## src/rtl/ddr_rd_pkg.sv

```systemverilog
// rtl/ddr_rd_pkg.sv - shared FSM encoding and frame geometry helpers for ddr_rd_ctrl
package ddr_rd_pkg;

   typedef enum logic [1:0] {ST_IDLE, ST_CMD, ST_WAIT, ST_DONE} rd_state_t;

   function automatic int half_beats(input int h_width, input int dq_width);
      return (h_width / 2) * 16 / (dq_width * 8);
   endfunction

   function automatic int bursts_per_half(input int h_width, input int dq_width, input int burst_len);
      return half_beats(h_width, dq_width) / burst_len;
   endfunction

   function automatic int line_words(input int h_width, input int dq_width);
      return (h_width / 2) * 16 / dq_width;
   endfunction

   function automatic int ch_frame_words(input int h_width, input int h_height, input int dq_width);
      return line_words(h_width, dq_width) * (h_height / 2);
   endfunction

   // Values for the default 32-bit DDR, 1280x720 RGB565, 8-beat configuration
   localparam int HALF_BEATS      = half_beats(1280, 32);
   localparam int BURSTS_PER_HALF = bursts_per_half(1280, 32, 8);
   localparam int LINE_WORDS      = line_words(1280, 32);
   localparam int CH_FRAME_WORDS  = ch_frame_words(1280, 720, 32);

endpackage

```

## src/rtl/ddr_rd_addr_gen.sv

```systemverilog
// rtl/ddr_rd_addr_gen.sv - maps read bank, display row, half and burst index to a DDR word address
module ddr_rd_addr_gen
   import ddr_rd_pkg::*;
#(
   parameter int DQ_WIDTH   = 32,
   parameter int H_WIDTH    = 1280,
   parameter int H_HEIGHT   = 720,
   parameter int BURST_LEN  = 8,
   parameter int ADDR_WIDTH = 28,
   parameter int ROW_W      = 10
)(
   input  logic                  bank,
   input  logic [ROW_W-1:0]      row,
   input  logic                  half,
   input  logic [7:0]            burst_idx,
   output logic [ADDR_WIDTH-1:0] addr
);

   localparam int LW          = line_words(H_WIDTH, DQ_WIDTH);
   localparam int CFW         = ch_frame_words(H_WIDTH, H_HEIGHT, DQ_WIDTH);
   localparam int BURST_WORDS = BURST_LEN * (DQ_WIDTH * 8 / DQ_WIDTH);
   localparam int HALF_ROWS   = H_HEIGHT / 2;

   logic             lower;
   logic [2:0]       ch;
   logic [ROW_W-1:0] src_line;

   // Lower display half is fed by channels 2/3; bank selects the upper group of four
   always_comb begin
      lower    = (row >= ROW_W'(HALF_ROWS));
      ch       = {bank, lower, half};
      src_line = lower ? row - ROW_W'(HALF_ROWS) : row;
   end

   assign addr = ADDR_WIDTH'(ch) * ADDR_WIDTH'(CFW)
               + ADDR_WIDTH'(src_line) * ADDR_WIDTH'(LW)
               + ADDR_WIDTH'(burst_idx) * ADDR_WIDTH'(BURST_WORDS);

endmodule

```

## src/rtl/ddr_rd_ctrl.sv

```systemverilog
// rtl/ddr_rd_ctrl.sv - fetches one display line per request from the read bank, left half then right half
// DDR_RD_CTRL_PREFETCH_EN: vsync_in starts the row 0 fetch without waiting for line_req
module ddr_rd_ctrl
   import ddr_rd_pkg::*;
#(
   parameter int DQ_WIDTH   = 32,
   parameter int H_WIDTH    = 1280,
   parameter int H_HEIGHT   = 720,
   parameter int BURST_LEN  = 8,
   parameter int ADDR_WIDTH = 28
)(
   input  logic                  clk,
   input  logic                  rst,
   input  logic                  vsync_in,
   input  logic                  line_req,
   input  logic                  wr_bank,
   output logic                  rd_cmd_valid,
   input  logic                  rd_cmd_ready,
   output logic [ADDR_WIDTH-1:0] rd_cmd_addr,
   output logic [7:0]            rd_cmd_len,
   input  logic                  rd_data_valid,
   input  logic                  rd_data_last,
   output logic                  buf_wr_en,
   output logic                  line_done,
   output logic                  busy,
   output logic                  err_overrun
);

   localparam int BPH   = bursts_per_half(H_WIDTH, DQ_WIDTH, BURST_LEN);
   localparam int ROW_W = $clog2(H_HEIGHT);
`ifdef DDR_RD_CTRL_PREFETCH_EN
   localparam bit PREFETCH = 1'b1;
`else
   localparam bit PREFETCH = 1'b0;
`endif

   rd_state_t        state;
   logic [ROW_W-1:0] row;
   logic [ROW_W-1:0] cur_row;
   logic [7:0]       burst_idx;
   logic             half;
   logic             rd_bank;
   logic             pending;
   logic             discard;
   logic             beat_end;
   logic             last_burst;

   assign beat_end   = rd_data_valid & rd_data_last;
   assign last_burst = half & (burst_idx == 8'(BPH - 1));
   assign busy       = (state != ST_IDLE);
   assign buf_wr_en  = (state == ST_WAIT) & rd_data_valid & ~discard & ~vsync_in;

   // Address comes from the per-line snapshot so a vsync cannot move a held command
   ddr_rd_addr_gen #(
      .DQ_WIDTH(DQ_WIDTH), .H_WIDTH(H_WIDTH), .H_HEIGHT(H_HEIGHT),
      .BURST_LEN(BURST_LEN), .ADDR_WIDTH(ADDR_WIDTH), .ROW_W(ROW_W)
   ) u_addr_gen (
      .bank(rd_bank), .row(cur_row), .half(half), .burst_idx(burst_idx), .addr(rd_cmd_addr)
   );

   always_ff @(posedge clk or negedge rst) begin
      if (!rst) begin
         state        <= ST_IDLE;
         row          <= '0;
         cur_row      <= '0;
         burst_idx    <= '0;
         half         <= 1'b0;
         rd_bank      <= 1'b0;
         pending      <= 1'b0;
         discard      <= 1'b0;
         rd_cmd_valid <= 1'b0;
         rd_cmd_len   <= '0;
         line_done    <= 1'b0;
         err_overrun  <= 1'b0;
      end else begin
         line_done <= 1'b0;

         if (vsync_in) begin
            row         <= '0;
            pending     <= PREFETCH;
            err_overrun <= 1'b0;
            if (state == ST_CMD || state == ST_WAIT)
               discard <= 1'b1;
         end else if (state == ST_IDLE) begin
            pending <= pending & line_req;
         end else if (line_req) begin
            if (pending)
               err_overrun <= 1'b1;
            pending <= 1'b1;
         end

         case (state)
            ST_IDLE: begin
               if (!vsync_in && (line_req || pending)) begin
                  state        <= ST_CMD;
                  rd_bank      <= ~wr_bank;
                  cur_row      <= row;
                  half         <= 1'b0;
                  burst_idx    <= '0;
                  rd_cmd_valid <= 1'b1;
                  rd_cmd_len   <= 8'(BURST_LEN - 1);
               end
            end
            ST_CMD: begin
               if (rd_cmd_ready) begin
                  rd_cmd_valid <= 1'b0;
                  state        <= ST_WAIT;
               end
            end
            ST_WAIT: begin
               if (beat_end) begin
                  if (discard || vsync_in) begin
                     discard <= 1'b0;
                     state   <= ST_IDLE;
                  end else if (last_burst) begin
                     line_done <= 1'b1;
                     state     <= ST_DONE;
                  end else begin
                     rd_cmd_valid <= 1'b1;
                     state        <= ST_CMD;
                     if (burst_idx == 8'(BPH - 1)) begin
                        half      <= 1'b1;
                        burst_idx <= '0;
                     end else begin
                        burst_idx <= burst_idx + 8'd1;
                     end
                  end
               end
            end
            default: begin
               state <= ST_IDLE;
               if (!vsync_in)
                  row <= (row == ROW_W'(H_HEIGHT - 1)) ? '0 : row + 1'b1;
            end
         endcase
      end
   end

endmodule

```

## config.mk

```make
export PLATFORM = sky130hd
export DESIGN_NAME = ddr_rd_ctrl
export DESIGN_NICKNAME = d
export VERILOG_FILES = /design/src/rtl/ddr_rd_pkg.sv /design/src/rtl/ddr_rd_addr_gen.sv /design/src/rtl/ddr_rd_ctrl.sv
export SDC_FILE = /design/constraint.sdc
export NUM_CORES = 1
export LEC_CHECK = 0
export CORE_AREA = 4 4 105 107
export DETAILED_ROUTE_END_ITERATION = 7
export DIE_AREA = 0 0 109 111
export PLACE_DENSITY_LB_ADDON = 0.15
export SKIP_LAST_GASP = 1
export SLEW_MARGIN = 20
export SYNTH_ARGS = -nofsm -noshare
export SYNTH_HDL_FRONTEND = slang
export SYNTH_SLANG_ARGS = --single-unit
```

## constraint.sdc

```tcl
create_clock -name clk -period 15.5 [get_ports clk]
set_input_delay 3.1 -clock clk [delete_from_list [all_inputs] [get_ports clk]]
set_output_delay 3.1 -clock clk [all_outputs]
set_load 0.05 [all_outputs]
```

# == Word-level counts from Yosys, hierarchy flattened ==
# Index checks and enable logic that the tools add are counted.
# classes
n_addsub,5
n_mul,2
magnitude_cmp,1
eq_ne,11
mux,45
bitwise_logic,9
reduce_logical,19
# ops
cell,n
$mux W10,5
$mux W8,5
$add A28 B14 Y28,1
$mux W1,26
$add A20 B19 Y21,1
$pmux W8 S2,1
$mul A10 B3 Y13 const B,1
$ne A2 B2 Y1 const B,6
$reduce_and A6 Y1,2
$mul A3 B8 Y11 const B,1
$add A10 B1 Y10 const B,1
$eq A10 B10 Y1 const B,1
$ge A10 B9 Y1 const B,1
$mux W2,5
$sub A10 B9 Y10 const B,1
$add A8 B1 Y8 const B,1
$eq A8 B3 Y1 const B,1
$reduce_bool A2 Y1,4
$and A1 B1 Y1,6
$pmux W2 S3,1
$reduce_and A3 Y1,2
$reduce_bool A3 Y1,2
$reduce_and A5 Y1,1
$logic_or A1 B1 Y1,3
11 further kinds,13
# word_totals
regBits,38
out_inout_bits,41
wordCells,104

# == Depth between registers and ports, before layout ==
# depth
word_depth,7
depth_mapped,24
mapped_depth_nobuf,24

# == Modules after synthesis ==
# From an unflattened synthesis, not the netlist that was laid out.
# hier_totals
cells_unflattened,412
area_unflattened_um2,3768.6
# by_module_without_submodules
module,instances,cells_each,area_per_inst_um2
ddr_rd_ctrl,1,204,2055.7
ddr_rd_addr_gen,1,208,1712.9

# == Least setup slack after synthesis ==
# OpenSTA, ideal clock, no wires.
# synth_path
path_type,flip-flop to output port
startpoint,register cur_row[3]
endpoint,output rd_cmd_addr[18]
t_arrival_ns,5.084
required_time_ns,12.400
slack_ns,7.316
path_stages_with_launch,24
cell_sequence,dfrtp_1 inv_1 nand2_1 a31o_2 a21o_1 inv_1 xnor2_1 ha_1 ha_1 inv_1 fa_1 nand2b_1 a21oi_4 and2_0 o21ai_0 nor2b_1 xnor2_1 ha_1 and3_1 a31oi_1 xnor2_1 and2_2 nand4_2 xnor2_1
# synth_via
elab_chain_len,5
word_cells_on_any_way,7
cone_classes,add/sub (3); mul (2); order compare (1); mux (1)
# synth_lines
item,line,source
"start, declared",ddr_rd_ctrl.sv:39,logic [ROW_W-1:0] cur_row;
"start signal, assigned",ddr_rd_ctrl.sv:97,cur_row <= row;
$sub A10 B9 Y10 or $ge A10 B9 Y1 (tied branches),"ddr_rd_addr_gen.sv:32, ddr_rd_addr_gen.sv:30",
$mux W10,ddr_rd_addr_gen.sv:32,src_line = lower ? row - ROW_W'(HALF_ROWS) : row;
$mul A10 B3 Y13,ddr_rd_addr_gen.sv:36,+ ADDR_WIDTH'(src_line) * ADDR_WIDTH'(LW)
$add A20 B19 Y21 *,ddr_rd_addr_gen.sv:36,
$add A28 B14 Y28 *,ddr_rd_addr_gen.sv:37,+ ADDR_WIDTH'(burst_idx) * ADDR_WIDTH'(BURST_WORDS);
"end, declared",ddr_rd_ctrl.sv:19,"output logic [ADDR_WIDTH-1:0] rd_cmd_addr,"
# Every way passes the cells marked *; elsewhere a longest branch is shown, timed or not.

# == Final worst setup path ==
# layout_path
startpoint,register cur_row[3]
endpoint,output rd_cmd_addr[20]
# The elaborated chain is that of the path after synthesis.

==> impl_results.md <==
- Result of the run: complete, no violations
- Initial antenna violation count: 0
- Synth-to-Final Area Change: 14.4%
- Initial Utilization: 34.4%
- Type of element capturing the critical path: output port
- First-pass iteration count of the detailed router: 4
- Worst clock skew: ~0.0036 ns
- Setup repair after global routing missed its margin: no
- GRT Overall Usage: 12.2%
- Post-Place Worst Slack: 6.67 ns
- Post-detailed-placement cell area: 3850 um^2
- Final Worst Setup Slack: 6.39 ns
- CTS clk-pin slew, worst paths: 0.08 ns
- Routed wire length: 6980 um
- Yosys warns: 0
- Number of cells in the finished layout apart from fillers: about 560
- Commonest register cell after synthesis: dfrtp_1
- Fin. Hold Viols: 0
- Shortest clock period the worst path allows after layout: 9.11 ns
- Sink Count: 38
- Share of flip-flops with an asynchronous set or reset: 100%
- Number of design-rule violations left by the first detailed-router iteration: 69
- Via/cell ratio: 4.74
- Top cell types by occurrence after synthesis: 46 x ha_1, 38 x dfrtp_1, 36 x nor2_1
- Grt ovf: 0
- Fillers: 1,050
- Sum of net half-perimeters after detailed placement: 5600 um
- Required time reported for the critical path endpoint: 12.40 ns
- Cell at the root of the clock tree: clkbuf_8
- Fraction of final layout cells with drive strength greater than 1: 6.87%
- Final number of setup-violating endpoints: 0
- Worst-path maximum fanout: 10
- Post-route setup TNS: 0 ns
- Clk buf depth: 2
- Final design instance area without fill: 3990 um^2
- Floorplan Core Area: 10,100 um^2
- Path category of the worst min-delay check: flop to flop
- CTS tree: yes
- Clk_lat worst skew: roughly 0.29 ns
- Sequential cell area fraction in the yosys report: 27.2%
- Dominant cell type by area after synthesis: dfrtp_1
- Period utilisation layout: between 50% and 60%
- Multi-input gate area: roughly 2300 um^2
- Number of antenna cells inserted: 0
- Cell types with the largest area share after synthesis: dfrtp_1 27%, ha_1 16%, xnor2_1 5.5%, buf_4 4.3%, xor2_1 4.3%
- Path type of the worst setup path: flop to output port
- Pin count of the biggest net entering global routing: 39
- Setup Fix Bufs, Post-CTS: 0
- Max Fclk: 110 MHz
- Wire per inst: 12.5 um
- Total of max-cap violations: 0
- Drc violations: 0
- Inserted Clock Buffers: 5
- Number of global-route vias before repair: 2,634
- Critical path startpoint category: flop
- Actual transition at the worst max-transition pin: 0.873 ns
- Standard-cell row count: 37
- Data arrival time of the critical path: 6.01 ns
- Proportion of netlist area held by the largest area contributor: 27.2%
- Number of top-level pins: 49
- Avg Inst Size Synth: a little under 9 um^2
- # port buffers: 30
- Cell total after placement: 550
- DR vias: ~2,600
- Instance count of the mapped netlist: between 300 and 400
- Flip-flop and latch count after synthesis: 38
- Dominant cell by count in the synthesized netlist: ha_1
- Final number of max-transition violations: 0
- Number of nets still failing antenna checks after routing: 0
- Worst max-slew margin expressed relative to the limit: 41.8%
- VDD IR max: 108 uV
- Netlist area before placement: 3490 um^2
- Cts hold-fix bufs: 0
- Die height: 111 um
- Wire length of the first global-routing pass: 12,400 um
- Total Nets Final: 481
- Area taken by flip-flops and latches: roughly 950 um^2
- CTS H-Tree Depth: 2
- EDFF count, synth: 0
- P_leak: 1.94 nW
- Routability Congestion: 0.826
- Area of the die: roughly 12,000 um^2
- Power per cell area: approximately 130 nW/um^2
- Cell variety after synth: 49
- Post-cts repair resize count: 0
- Horizontal die dimension: roughly 110 um
[where the power goes]
group | switching [W] | leakage, nW | internal (W)
Clock | 0.0000370 | 0.0683 | 0.0000645
Combinational | 0.000190 | 1.36 | 0.0000990
Sequential | 0.0000173 | 0.511 | 0.000112
Total | 0.000244 | 1.94 | 0.000275
[layout by cell type, fill, tap and decap left out, types with 6 or more instances in the layout]
master and count:
nor2_1 36, o21ai_0 23, a21o_1 9, nor3_1 9, fa_1 6, nand4_1 8
a21oi_1 19, inv_1 30, ha_1 46, xor2_1 17, mux2_2 9, clkdlybuf4s50_1 29
xnor2_1 22, dfrtp_1 38, nand2b_1 7, nand3_1 12, nand2_1 25, conb_1 18
[through the flow]
step / util, % / hold slack (ns) / power, W
2_1_floorplan: - / 0.472 / 0.000344
3_3_place_gp: 38.0 / 0.479 / 0.000421
3_5_place_dp: 38.0 / 0.479 / 0.000421
4_1_cts: 39.4 / 0.499 / 0.000528
5_1_grt: 39.4 / 0.516 / 0.000559
6_report: 39.4 / 0.491 / 0.000520
[kinds of logic (layout without fill, tap and decap cells)]
kind of cell,after synthesis,count (layout),share of synthesized area [%]
simple gates,121,121,17.1
compound gates,73,73,13.3
buf+inv,54,68,7.96
fa+ha+maj,52,52,19.9
xor+xnor,42,42,11.2
flops,38,38,27.2
mux,10,10,3.19
other cells,1,18,0.107
[worst max-delay path, cell delays in order (launching register included)]
cell and delay, ns:
dfrtp_1 0.40, inv_1 0.08, nand2_1 0.09, a31o_2 0.26
a21o_1 0.32, inv_1 0.22, xnor2_1 0.12, ha_1 0.29
ha_1 0.18, inv_1 0.07, fa_1 0.39, nand2b_1 0.20
a21oi_4 0.16, and2_0 0.14, o21ai_0 0.06, nor2b_1 0.15
xnor2_1 0.12, ha_1 0.39, and3_1 0.18, a31oi_1 0.24
xnor2_1 0.19, and2_2 0.21, nand4_2 0.14, o32ai_2 0.29
clkdlybuf4s50_1 0.84
[registers in the layout, indices dropped and copies added (netlist names)]
register / count
row: 10
rd_bank: 1
err_overrun: 1
cur_row: 10
rd_cmd_len: 1
state: 2
half: 1
pending: 1
rd_cmd_valid: 1
burst_idx: 8
discard: 1
line_done: 1
[layer usage]
layer | vias up | track usage [%] | share of wire (%)
met3 | 6 | 1.69 | 2.8
met4 | 0 | 3.03 | 1.2
li1 | 1366 | - | -
met2 | 36 | 19.9 | 47
met5 | - | 0 | 0
met1 | 1235 | 16.9 | 49
[cell type report]
| class | instances | area share (%) |
|---|---|---|
| well taps | 136 | 4.26 |
| flip-flops and latches | 38 | 23.8 |
| clock inverters | 3 | 1.72 |
| inverters | 30 | 2.82 |
| repair buffers | 30 | 7.40 |
| clock buffers | 5 | 1.72 |
| multi-input cells | 316 | 58.3 |
[path summary, 6_finish.rpt]
kind	startpoint	to	depth (start not counted)	slack, ns
min reg2reg	rd_cmd_valid$_DFFE_PN0P_	rd_cmd_valid$_DFFE_PN0P_	2	0.49
max	cur_row[3]$_DFFE_PN0P_	rd_cmd_addr[20]	24	6.39
min	rd_cmd_valid$_DFFE_PN0P_	rd_cmd_valid$_DFFE_PN0P_	2	0.49
min in group asynchronous	rst	burst_idx[0]$_DFFE_PN0P_	1	2.92
max reg2reg	state[0]$_DFFE_PN0P_	burst_idx[4]$_DFFE_PN0P_	7	13.22
max in group asynchronous	rst	row[7]$_DFF_PN0_	1	12.03
(Power assumes the default switching activity.)
